File: src/rtl/serial_sub_pkg.sv
// Shared definitions for the bit-serial subtractor: FSM state encoding and
// the legal operand-width range.
package serial_sub_pkg;

  typedef enum logic [1:0] {
    IDLE = 2'b00,
    RUN  = 2'b01,
    FIN  = 2'b10
  } state_e;

  localparam int unsigned WIDTH_MIN = 2;
  localparam int unsigned WIDTH_MAX = 32;

endpackage

File: src/rtl/full_subtractor_bit.sv
// Single-bit full subtractor: d = x - y - bi, with borrow-out bo.
module full_subtractor_bit (
  input  logic x,
  input  logic y,
  input  logic bi,
  output logic d,
  output logic bo
);

  assign d  = x ^ y ^ bi;
  assign bo = (~x & y) | (~(x ^ y) & bi);

endmodule

File: src/rtl/serial_subtractor.sv
// Bit-serial N-bit subtractor (diff = a - b - bin), one bit per clock, LSB first.
// Define SERIAL_SUB_OVF_EN to add a signed-overflow output (ovf).
module serial_subtractor
  import serial_sub_pkg::*;
#(
  parameter int unsigned WIDTH = 8
) (
  input  logic             clk,
  input  logic             rst_n,
  input  logic             start,
  input  logic [WIDTH-1:0] a,
  input  logic [WIDTH-1:0] b,
  input  logic             bin,
  output logic             busy,
  output logic             done,
  output logic [WIDTH-1:0] diff,
  output logic             bout
`ifdef SERIAL_SUB_OVF_EN
  ,
  output logic             ovf
`endif
);

  localparam int unsigned CNT_W = $clog2(WIDTH + 1);

  if (WIDTH < WIDTH_MIN || WIDTH > WIDTH_MAX) begin : g_width_check
    $error("serial_subtractor: WIDTH out of legal range");
  end

  state_e             state_q, state_d;
  logic [WIDTH-1:0]   a_q, a_d, b_q, b_d;
  logic [WIDTH-1:0]   dsh_q, dsh_d, diff_q, diff_d;
  logic [CNT_W-1:0]   cnt_q, cnt_d;
  logic               brw_q, brw_d, bout_q, bout_d;
  logic               bit_d, bit_bo;
  logic               accept, finish;

  full_subtractor_bit u_cell (
    .x  (a_q[0]),
    .y  (b_q[0]),
    .bi (brw_q),
    .d  (bit_d),
    .bo (bit_bo)
  );

  // FIN accepts a new start just like IDLE, giving back-to-back operation.
  assign accept = start && (state_q == IDLE || state_q == FIN);
  assign finish = (state_q == RUN) && (cnt_q == CNT_W'(WIDTH - 1));

  always_comb begin
    state_d = state_q;
    a_d     = a_q;
    b_d     = b_q;
    brw_d   = brw_q;
    cnt_d   = cnt_q;
    dsh_d   = dsh_q;
    diff_d  = diff_q;
    bout_d  = bout_q;
    busy    = 1'b0;
    done    = 1'b0;
    case (state_q)
      IDLE, FIN: begin
        done    = (state_q == FIN);
        state_d = IDLE;
        if (accept) begin
          a_d     = a;
          b_d     = b;
          brw_d   = bin;
          cnt_d   = '0;
          state_d = RUN;
        end
      end
      RUN: begin
        busy  = 1'b1;
        a_d   = a_q >> 1;
        b_d   = b_q >> 1;
        brw_d = bit_bo;
        dsh_d = {bit_d, dsh_q[WIDTH-1:1]};
        cnt_d = cnt_q + CNT_W'(1);
        if (finish) begin
          state_d = FIN;
          diff_d  = {bit_d, dsh_q[WIDTH-1:1]};
          bout_d  = bit_bo;
        end
      end
      default: state_d = IDLE;
    endcase
  end

  always_ff @(posedge clk or negedge rst_n) begin
    if (!rst_n) begin
      state_q <= IDLE;
      a_q     <= '0;
      b_q     <= '0;
      brw_q   <= 1'b0;
      cnt_q   <= '0;
      dsh_q   <= '0;
      diff_q  <= '0;
      bout_q  <= 1'b0;
    end else begin
      state_q <= state_d;
      a_q     <= a_d;
      b_q     <= b_d;
      brw_q   <= brw_d;
      cnt_q   <= cnt_d;
      dsh_q   <= dsh_d;
      diff_q  <= diff_d;
      bout_q  <= bout_d;
    end
  end

  assign diff = diff_q;
  assign bout = bout_q;

`ifdef SERIAL_SUB_OVF_EN
  // Operand sign bits are shifted out during RUN, so keep a copy for the check.
  logic a_msb_q, b_msb_q, ovf_q;

  always_ff @(posedge clk or negedge rst_n) begin
    if (!rst_n) begin
      a_msb_q <= 1'b0;
      b_msb_q <= 1'b0;
      ovf_q   <= 1'b0;
    end else begin
      if (accept) begin
        a_msb_q <= a[WIDTH-1];
        b_msb_q <= b[WIDTH-1];
      end
      if (finish) begin
        ovf_q <= (a_msb_q != b_msb_q) && (bit_d != a_msb_q);
      end
    end
  end

  assign ovf = ovf_q;
`endif

endmodule
File: config.mk
export PLATFORM = sky130hd
export DESIGN_NAME = serial_subtractor
export DESIGN_NICKNAME = d
export VERILOG_FILES = /design/src/rtl/serial_sub_pkg.sv /design/src/rtl/full_subtractor_bit.sv /design/src/rtl/serial_subtractor.sv
export SDC_FILE = /design/constraint.sdc
export NUM_CORES = 1
export LEC_CHECK = 0
export CAP_MARGIN = 20
export CORE_UTILIZATION = 46
export CTS_CLUSTER_DIAMETER = 30
export DETAILED_ROUTE_END_ITERATION = 16
export PLACE_DENSITY_LB_ADDON = 0.08
export SETUP_SLACK_MARGIN = 0.02
export SLEW_MARGIN = 20
export SYNTH_ARGS = -nofsm -noshare
export SYNTH_HDL_FRONTEND = slang
export SYNTH_HIERARCHICAL = 1
export SYNTH_SLANG_ARGS = --single-unit
File: constraint.sdc
create_clock -name clk -period 1.4 [get_ports clk]
set_input_delay 0.28 -clock clk [delete_from_list [all_inputs] [get_ports clk]]
set_output_delay 0.28 -clock clk [all_outputs]
set_load 0.05 [all_outputs]
# Word-level counts from Yosys, hierarchy flattened

Cells that the tools add are included.

Bitwise logic cells: 7
Eq/ne operators: 5
Add/sub/neg operators: 1
Mux-type cells: 13
Reductions and logical operators: 8

Operators by type and width:

| kind                                                             | count |
|---|---|
| 8-bit case mux with 2 select lines                               | 2 |
| 8-bit 2-to-1 mux                                                 | 2 |
| 4-bit case mux with 2 select lines                               | 1 |
| 4-bit by 1-bit adder with 4-bit output (second input constant)   | 1 |
| 4-bit by 3-bit == test with 1-bit output (second input constant) | 1 |
| 1-bit 2-to-1 mux                                                 | 4 |
| 4-bit 2-to-1 mux                                                 | 1 |
| 2-bit inequality test (second input constant)                    | 2 |
| 2-bit case mux with 2 select lines                               | 1 |
| 2-bit AND reduction                                              | 2 |
| 1-bit bitwise AND                                                | 2 |
| 2-bit by 1-bit == test with 1-bit output (second input constant) | 1 |
| 2-bit == test (second input constant)                            | 1 |
| 1-bit logical AND                                                | 2 |
| 2-bit zero test                                                  | 1 |
| 2-bit 2-to-1 mux                                                 | 1 |
| 1-bit NOT                                                        | 2 |
| 1-bit case mux with 2 select lines                               | 1 |
| 2-bit nonzero test                                               | 1 |
| 2-bit OR reduction                                               | 1 |
| 1-bit XOR                                                        | 2 |
| 1-bit logical OR                                                 | 1 |
| 1-bit OR                                                         | 1 |

Flip-flop bits (word level): 40
Input bits: 20
Word-level logic and storage cells: 42
Output and inout port bits: 11

# Depth between registers and ports, before layout

Gate-level depths: netlist of run 1.

Depth after elaboration: 5
Mapped depth: 5
Mapped depth without buffers: 5

# Hierarchy

The synthesis of run 1 kept the hierarchy.

By module, submodules not included:

| module              | cells an instance | instances | area an instance (µm²) | seq. area each (µm²) |
|---|---|---|---|---|
| serial_subtractor   | 112               | 1         | 1,607.8                | 975.9 |
| full_subtractor_bit | 4                 | 1         | 31.3                   | 0.0 |

# Least setup slack after synthesis of run 1

Ideal clock, no wire load.

Path kind: flip-flop to flip-flop
Start: register cnt_q[0]
End: register bout_q (netlist: bout)
Clock period less this slack: 1.378 ns
Library setup time: 0.125 ns
Arrival time: 1.253 ns
Stages on the path, launching flop included: 6
Path slack: 0.022 ns
Buffers on the path: 1
Data required time: 1.275 ns
Path through: dfrtp_1 ha_1 nand2_1 nor3b_2 buf_4 mux2_2

Word-level cells in the longest chain between the ends: 3

RTL lines:

| element                                  | RTL line                 | source |
|---|---|---|
| from (decl)                              | serial_subtractor.sv:33  | `logic [CNT_W-1:0] cnt_q, cnt_d;` |
| from (signal assigned)                   | serial_subtractor.sv:105 | `cnt_q <= cnt_d;` |
| 4-bit by 3-bit == test with 1-bit output | serial_subtractor.sv:48  | `assign finish = (state_q == RUN) && (cnt_q == CNT_W'(WIDTH - 1));` |
| 1-bit logical AND                        | serial_subtractor.sv:48  |  |
| 2-bit AND reduction (no source line)     | -                        |  |
| to (signal assigned)                     | serial_subtractor.sv:108 | `bout_q <= bout_d;` |
| to (decl)                                | serial_subtractor.sv:34  | `logic brw_q, brw_d, bout_q, bout_d;` |

Every way passes these cells.
A chain may end at the register's enable or synchronous reset.

# Worst setup path in the final report of run 1

Start: register state_q[1]
End: register diff_q[4] (netlist: diff[4])

Word-level cells in the longest chain between the ends: 3

RTL lines:

| element                                      | RTL line                                         | source |
|---|---|---|
| from (decl)                                  | serial_subtractor.sv:30                          | `state_e state_q, state_d;` |
| from (signal assigned)                       | serial_subtractor.sv:101                         | `state_q <= state_d;` |
| 2-bit by 1-bit == test with 1-bit output (*) | serial_subtractor.sv:48, serial_subtractor.sv:61 |  |
| 1-bit logical AND                            | serial_subtractor.sv:48                          |  |
| 2-bit AND reduction (no source line) (*)     | -                                                |  |
| to (signal assigned)                         | serial_subtractor.sv:107                         | `diff_q <= diff_d;` |
| to (decl)                                    | serial_subtractor.sv:32                          | `logic [WIDTH-1:0] dsh_q, dsh_d, diff_q, diff_d;` |

Mark *: on every way between the ends. The rest lies on a longest branch, timed or not.

==> results of run 1 <==
[metal layers]
metal | global-route usage [%] | vias up | part of all wire (%)
met5 | 0 | - | 0
met3 | 4.55 | 5 | 3.7
li1 | - | 526 | -
met2 | 28.7 | 24 | 49
met4 | 9.52 | 0 | 1.0
met1 | 24.7 | 567 | 46
[power by group]
part	switching (mW)	total, mW	internal [mW]
Combinational	1.45	3.31	1.86
Clock	0.359	0.781	0.422
Sequential	0.388	2.06	1.67
Total	2.19	6.15	3.95
[cell type report]
cell class | instances | area, um^2
Timing Repair Buffer | 51 | 622
Sequential cell | 39 | 976
Tap cell | 46 | 57.6
Clock inverter | 2 | 35.0
Multi-Input combinational cell | 68 | 626
Fill cell | 276 | 985
Inverter | 3 | 11.3
Clock buffer | 6 | 51.3
[how the worst min path moves through the flow]
stage / start / endpoint / slack (ns)
final: brw_q / brw_q / 0.48
after global routing: b_q[3] / b_q[3] / 0.51
after CTS: brw_q / brw_q / 0.49
after detailed placement: rst_n / b_q[3] / 0.36
after global placement: rst_n / b_q[3] / 0.35
after floorplan: rst_n / a_q[0] / -0.02
[placed cells by master, fill, tap and decap left out, types with 2 or more instances in the layout]
cell type                         netlist  routed
sky130_fd_sc_hd__buf_8                  0       2
sky130_fd_sc_hd__mux2_2                17      17
sky130_fd_sc_hd__clkbuf_4               0       5
sky130_fd_sc_hd__nand2_1                3       2
sky130_fd_sc_hd__mux2i_1                2       2
sky130_fd_sc_hd__clkdlybuf4s50_1        0      18
sky130_fd_sc_hd__a22o_1                19      19
sky130_fd_sc_hd__inv_1                  3       3
sky130_fd_sc_hd__buf_12                 0      12
sky130_fd_sc_hd__a21o_1                15      15
sky130_fd_sc_hd__buf_6                  2       3
sky130_fd_sc_hd__dfrtp_1               39      39
sky130_fd_sc_hd__buf_4                  2      13
[registers in the layout, indices dropped and copies added, names as in the netlist]
| signal | cells |
|---|---|
| state_q | 2 |
| cnt_q | 4 |
| a_q | 8 |
| bout | 1 |
| b_q | 8 |
| diff | 8 |
| dsh_q | 7 |
| brw_q | 1 |
[metrics by stage]
stage	TNS, ns	util, %	hold WS (ns)	setup WS, ns
finish	-1.14	70.7	0.484	-0.115
global route	-1.68	70.7	0.514	-0.160
CTS	-2.19	68.5	0.490	-0.137
detailed placement	-7.07	63.4	0.362	-0.397
global placement	-5.86	63.4	0.352	-0.335
floorplan	0	-	-0.0156	0.0218
[kinds of logic (layout without fill, tap and decap cells)]
family	after synthesis	in the layout	share of synthesized area [%]
buffers and inverters	10	62	3.89
AO/OA/AOI/OAI	35	35	17.3
flip-flops	39	39	59.5
AND/OR/NAND/NOR	11	12	4.35
multiplexers	19	19	12.9
adder cells (fa/ha/maj)	2	2	1.98
[repair_timing]
| item | 4_1_cts | 5_1_grt |
|---|---|---|
| cloned | 0 | 3 |
| setup endpoints to repair | 31 | 38 |
| setup buffers | 6 | 2 |
| pin swaps | 0 | 2 |
| endpoints found under the hold margin | 39 | 0 |
| gates resized for setup | 5 | 9 |
| hold buffers | 1 | 0 |
==> impl.org, run 1 <==
** Synth
- Mapped Nets :: approximately 140
- Number of warning messages in the yosys log :: 6
- In this run, synthesis inferred 0 flip-flops with an integrated enable.
- Sequential element share of the synthesized area :: between 50% and 60%
- Counting flops with an async set or reset pin after synthesis yields a share of 100%.
- In this run the cell area of the synthesized design comes to around 1600 um^2.
- In this run the mean area of a mapped cell was 14.1 um^2.
- In the synthesized netlist, the cells that appear most often are sky130_fd_sc_hd__dfrtp_1 (39), sky130_fd_sc_hd__a22o_1 (19), sky130_fd_sc_hd__mux2_2 (17), sky130_fd_sc_hd__a21o_1 (15).
- After synthesis the netlist holds a flip-flop and latch count of 39.
- Biggest area consumer among synthesized cells :: sky130_fd_sc_hd__dfrtp_1
- The number of different library cells used by synthesis comes to 19.
- Proportion of netlist area held by the largest area contributor :: approximately three fifths
- Yosys instantiated no cell more often than sky130_fd_sc_hd__dfrtp_1.
- Most common flop cell mapped by yosys :: sky130_fd_sc_hd__dfrtp_1
- Top post-synthesis cells by area :: sky130_fd_sc_hd__dfrtp_1 (60%), sky130_fd_sc_hd__mux2_2 (12%), sky130_fd_sc_hd__a22o_1 (10%)
- In the synthesized netlist, the number of instances is 116.

** Drt
- In this run the remaining antenna-violating nets after routing total 0.
- The first TritonRoute pass finished after 4 iterations.
- Post-Route WL :: approximately 3300 um
- Number of DRC violations after detailed-routing iteration 0 :: 80
- Post-route DRC :: 0
- Average via count per standard cell :: roughly 5.2
- Across all layers, the routed design uses 1,122 vias.
- Dividing the detail-routed wire length by the instance count gives 15.3 um.

** Finish
- Non-Filler Cell Area, Final :: 2380 um^2
- Final cell count without fillers :: 215
- 0 antenna diodes ended up in the layout.
- Synthesis-to-finish area growth :: 45.1%
- Final-stage net count :: 190
- In the final layout, the share of cells above drive strength 1 is between 30% and 40%.

** Worst setup path
- Number of logic stages on the critical path including buffering :: 4
- Sort of element at the start of the critical path :: flip-flop
- The setup path with the least slack is of type flip-flop to flip-flop.
- The worst register-to-register path begins at state_q[1].
- Of all nets on the critical path, the largest fanout is 10.
- For the worst flop-to-flop path, the logic depth is 4.
- Worst setup path startpoint :: state_q[1]
- For this design, the slowest cell found on the critical path is sky130_fd_sc_hd__dfrtp_1.
- In this run the critical register-to-register path is captured at diff[4].
- The critical path goes through and2b_4, nor3b_2, buf_6, mux2_2.
- STA classifies the critical path endpoint as a flip-flop.
- Critical path's largest stage delay :: approximately 0.4 ns
- For flop-to-flop paths, the worst setup slack is -0.12 ns.
- Required @ worst endpoint :: between 1.5 and 2 ns
- Combined buffer and inverter count along the critical path :: 1
- In this run the worst setup path terminates at diff[4].
- Gate family responsible for the most delay along the worst path :: simple AND/OR/NAND/NOR gates
- For the worst setup path, the data arrival time is 1.74 ns.

** Global route
- The initial antenna violation count is 0.
- The first global-routing pass estimated 4970 um of wire.
- GRT Total Usage :: 18.6%
- The number of global-route vias before repair is roughly 1,100.
- Summed over all layers, the global routing overflow is 0.
- Entering global routing, the biggest net connects 40 pins.

** Clocking
- Htree depth :: 2
- Sink Count :: 39
- Clk Latency, worst-skew pair :: roughly 0.34 ns
- Clock tree synthesis inserted a total of 5 buffers.
- Register clock-pin slew on the reported worst setup and hold paths :: ~0.12 ns
- Clock Path Buffers :: 2
- The tree is rooted in a sky130_fd_sc_hd__clkbuf_4.
- TritonCTS built the clock tree.

** Power
- Summing internal, switching and leakage power gives 6.15 mW.
- IR analysis of the VDD net gives a maximum drop of 0.00120 V.
- Summed over all cells, the static leakage comes to 1.17 nW.
- For this design the ratio of total power to cell area is 2580 nW/um^2.

** Die
- The die covers 3810 um^2.
- Number of ports placed on the die boundary :: 31
- In this run the vertical extent of the chip is between 60 and 70 um.
- In this run the horizontal extent of the chip is 61.7 um.
- Row cnt :: 21
- Initial core utilization :: approximately 50%
- Area of the core region :: around 3400 um^2

** Timing
- Max Clock Skew :: 0.0170 ns
- Number of pins exceeding their max-slew limit in the final report :: 0
- Post-route clock period utilization :: 108%
- For the pin with the worst max-slew slack, the measured transition is 0.486 ns.
- Final setup vio count :: 11
- The smallest clock period supported by the final layout is computed as 1.52 ns.
- Total count of hold-check failures in the final report :: 0
- Setup slack on the critical path of the routed design comes to -0.115 ns.
- In this run the tightest slew margin relative to its limit is 67.6%.
- Max Clk Rate :: 660 MHz
- Unrepaired setup endpoints after global routing :: yes

** Outcome
- The checks that failed: negative setup slack.
- Outcome :: complete, but fails checks

** Placement
- Number of placed cells counting well taps :: 196
- Input and output buffers added on the ports amount to 30.
- Summing all placed instances gives a cell area of 2130 um^2.
- Routability-driven placement finished with a final weighted congestion of a little over 0.7.
- Detail Placement HPWL :: 1950 um

** Hold path
- Hold/Removal Path Class :: flip-flop to flip-flop
- Counting instances, the worst hold path has a depth of 1.

** Job
- Max-cap violations :: 0
No activity file was read; power rests on OpenSTA's default activity.
==> inputs of run 2 (changes only) <==
--- a/config.mk
+++ b/config.mk
@@ -5,13 +5,14 @@
 export SDC_FILE = /design/constraint.sdc
 export NUM_CORES = 1
 export LEC_CHECK = 0
+export ABC_AREA = 1
 export CAP_MARGIN = 20
-export CORE_UTILIZATION = 46
+export CORE_MARGIN = 4
+export CORE_UTILIZATION = 47
 export CTS_CLUSTER_DIAMETER = 30
 export DETAILED_ROUTE_END_ITERATION = 16
 export PLACE_DENSITY_LB_ADDON = 0.08
 export SETUP_SLACK_MARGIN = 0.02
-export SLEW_MARGIN = 20
 export SYNTH_ARGS = -nofsm -noshare
 export SYNTH_HDL_FRONTEND = slang
 export SYNTH_HIERARCHICAL = 1
==> run 2 against run 1 <==
Against the previous run:
- the flow now finishes without violations
- die area is 27% higher
- core utilization is 4.2 points lower
- synthesized cell count is 93% higher
- power is 5.8% lower
- critical endpoint is now busy
- routed wire length is 5.6% higher
- via count is 30% higher
- critical path type is now flip-flop to output port
- clock power is 13% lower
- clock-buffer cell count stayed put
- register-to-register slack better by 0.27 ns
==> impl.org, run 2 <==
** Job
- Max-cap violations :: 0

** Finish
- Leaving out fill and tap cells, the most frequent cell in the layout is sky130_fd_sc_hd__nand2_1.
- In the layout the commonest cells are sky130_fd_sc_hd__nand2_1 (130), sky130_fd_sc_hd__dfrtp_1 (38), sky130_fd_sc_hd__inv_1 (24).
- In the final layout, the multi-input gates occupy 669 um^2.
- The filler cells instantiated in the layout total 302.
- Compared with the post-synthesis result, the final layout area differs by 37.2%.
- Final Core Density :: ~67%
- Final-stage net count :: 293
- For this run, the number of standard cells in the final layout without fillers is between 300 and 400.
- Ratio of cells with drive above 1 in the final layout :: ~15%
- Across the whole layout, storage elements account for 977 um^2.
- The number of antenna diodes in the final layout is 0.

** Worst setup path
- Critical path's largest stage delay :: 0.41 ns
- Classification of the worst setup path :: flip-flop to output port
- STA classifies the critical path startpoint as a flip-flop.
- Sort of element at the end of the critical path :: output port
- In this run the worst path has a maximum fanout of 5.
- The slowest stage of the critical path is the sky130_fd_sc_hd__dfrtp_1 cell.
- Required @ worst endpoint :: 1.12 ns
- Data on the critical path arrives at its endpoint at between 1 and 1.5 ns.
- Walking the worst path, the cells encountered are inv_2, nor2_8, buf_12.

** Timing
- Max Clk Rate :: 728 MHz
- Total Negative Setup Slacks :: 0 ns
- Final setup vio count :: 0
- Minimum hold slack :: 0.471 ns
- Actual slew at the worst max-slew pin :: 0.210 ns
- The number of pins exceeding their max-slew limit in the final report is 0.
- On the final layout, the worst clock skew is slightly below 0.004 ns.
- Setup repair after global routing could not meet its margin everywhere.
- Max-Slew Margin vs Limit :: 86.0%
- Shortest period the worst path allows :: 1.37 ns
- The hold violation total from the final report was 0.
- After layout, the worst path uses 98.1% of the clock period.

** Synth
- Proportion of netlist area held by the largest area contributor :: 55.0%
- XOR/XNOR share of the synthesized area :: 0%
- By count the netlist is led by sky130_fd_sc_hd__nand2_1 (131), sky130_fd_sc_hd__dfrtp_1 (39), sky130_fd_sc_hd__inv_1 (24), sky130_fd_sc_hd__o21ai_0 (7), sky130_fd_sc_hd__nor2_1 (5).
- The mapped netlist covers 1770 um^2.
- Synthesis produced a netlist with a net count of 246.
- Arithmetic-cell share of the synthesized area counting full adders, half adders and majority gates :: ~1.8%
- Number of synthesized register bits :: 39
- In this run, synthesis inferred 0 flip-flops with an integrated enable.
- Share of synthesized cell area in and, or, nand and nor gates :: between 30% and 40%
- Biggest area consumer among synthesized cells :: sky130_fd_sc_hd__dfrtp_1
- Sequential element share of the synthesized area :: between 50% and 60%
- Top post-synthesis cells by area :: sky130_fd_sc_hd__dfrtp_1 (55%), sky130_fd_sc_hd__nand2_1 (28%), sky130_fd_sc_hd__inv_1 (5.1%)
- Counting distinct cell types in the post-synthesis netlist gives 16.
- The most used flip-flop cell after synthesis is sky130_fd_sc_hd__dfrtp_1.
- Leading cell type by number of instances after synthesis :: sky130_fd_sc_hd__nand2_1
- Mean cell area of the mapped netlist :: 7.92 um^2
- Multiplexer cells account for 0% of the synthesized area.
- The synthesized netlist devotes 2.26% of its cell area to compound gates.
- Number of warning messages in the yosys log :: 6
- Share of async-settable or async-resettable flops after synthesis :: between 90% and 100%
- The cell count after synthesis came out at 224.
- By area, the combinational part of the netlist is dominated by simple AND/OR/NAND/NOR gates.

** Clocking
- Clk Latency, worst-skew pair :: 0.28 ns
- In this run the deepest clock path goes through 2 buffers.
- TritonCTS created 5 clock buffers.
- After clock tree synthesis, the clock-pin slew on the worst setup and hold paths is 0.07 ns.
- Htree depth :: 2
- CTS tree :: built
- Master cell of the clock root buffer :: sky130_fd_sc_hd__clkbuf_8
- Sink Count :: 39

** Drt
- Total number of vias :: 1,464
- Count of antenna-violating nets left after detailed routing :: 0
- Length of the first detailed-routing pass in iterations :: 4
- Post-Route WL :: 3470 um
- Number of DRC violations after detailed-routing iteration 0 :: 97
- Average via count per standard cell :: approximately 4.6
- Drt wl/cell :: 10.9 um
- Post-route DRC :: 0

** Die
- After floorplanning, the core was divided into 22 placement rows.
- The floorplan step set the die height to 69.4 um.
- The die covers 4820 um^2.
- From left edge to right edge, the die measures approximately 70 um.
- After floorplanning, the core was sized to cover between 3000 and 4000 um^2.
- 31 I/O pins were placed.
- Initial core utilization :: 48.5%

** Hold path
- Hold/Removal Path Class :: flip-flop to flip-flop

** Placement
- Number of placed cells counting well taps :: 304
- Detail Placement HPWL :: approximately 2400 um
- Final Wtd Congestion :: ~0.76
- Input and output buffers added on the ports amount to 30.

** Power
- For this design the static power due to leakage is ~1.3 nW.
- The worst-case IR drop observed on VDD is 0.000895 V.
- Power spread over the standard cell area amounts to 2380 nW/um^2.

** Global route
- Entering global routing, the biggest net connects 40 pins.
- Global-route wire length before repair :: 6150 um
- Antenna violations before repair :: 0
- Global routing consumed, over all layers together, 15.8% of the routing resources.
- Vias in the first global route :: 1,445
- Total global routing overflow :: 0

** Outcome
- The flow ran to the end, and the final reports show no timing, DRC or antenna violations.
==> run 2: changes by cell type in the layout (fill, tap and decap cells not counted), sizes merged, moves of 15 or more <==
cell / previous run / this run
a21o: 15 / 0
nand2: 3 / 132
mux2: 17 / 0
inv: 3 / 26
a22o: 19 / 0
==> run 2: kinds of logic (layout without fill, tap and decap cells) <==
group           count (synthesis)  after routing
compound gates                  8              8
simple gates                  143            144
buf+inv                        32             77
flops                          39             39
fa+ha+maj                       2              2
==> run 2: report_power, final <==
group          total [mW]  internal [mW]  switching (mW)
logic                3.06           1.40            1.66
clock network       0.676          0.332           0.345
registers            2.05           1.65           0.400
==> run 2: area by class of cell <==
class | count | share of cell area (%)
clock buffer | 6 | 2.98
multi-input combinational | 154 | 27.5
sequential | 39 | 40.1
inverter | 26 | 4.01
timing repair buffer | 45 | 22.9
tap | 48 | 2.47
==> run 2: critical path: cells and delay by family, from the launching register on <==
| family | cells | cell delay [ns] |
|---|---|---|
| buffers and inverters | 2 | 0.24 |
| AND/OR/NAND/NOR | 1 | 0.16 |
| flip-flops | 1 | 0.41 |
==> run 2: per-stage QoR <==
step | power [mW] | setup WS [ns] | cell area (um^2)
after detailed placement | 4.97 | -0.0123 | 2290
after global placement | 4.90 | -0.00402 | 2290
after CTS | 5.69 | 0.0231 | 2380
after global routing | 6.29 | -0.0351 | 2430
final | 5.79 | 0.0265 | 2430
after floorplan | 3.78 | 0.193 | 1780
==> run 2: final timing paths <==
| kind | from | endpoint | slack [ns] | depth (start not counted) |
|---|---|---|---|---|
| min in group asynchronous | rst_n | dsh_q[1] | 0.49 | 3 |
| worst min-delay path | dsh_q[7] | diff[6] | 0.47 | 2 |
| worst max-delay path | state_q[0] | busy | 0.03 | 3 |
| worst max register to register | state_q[0] | a_q[2] | 0.15 | 8 |
| worst min register to register | dsh_q[7] | diff[6] | 0.47 | 2 |
| max in group asynchronous | rst_n | state_q[1] | 0.69 | 3 |
==> run 2: timing repair <==
item                                    CTS  global route
gates resized for setup                   1             4
hold endpoints to repair                 39             0
pin swaps                                 0             2
hold buffers                              1             0
endpoints found under the setup margin    2            11
gates cloned                              0             1
buffers inserted                          1             5
==> run 2: layer usage <==
layer / up-vias / wire, um / track usage (%)
li1: 750 / - / -
met1: 676 / 1560 / 18.5
met3: 6 / 167 / 4.78
met4: 0 / 42 / 4.99
met5: - / 0 / 0
met2: 32 / 1700 / 27.6
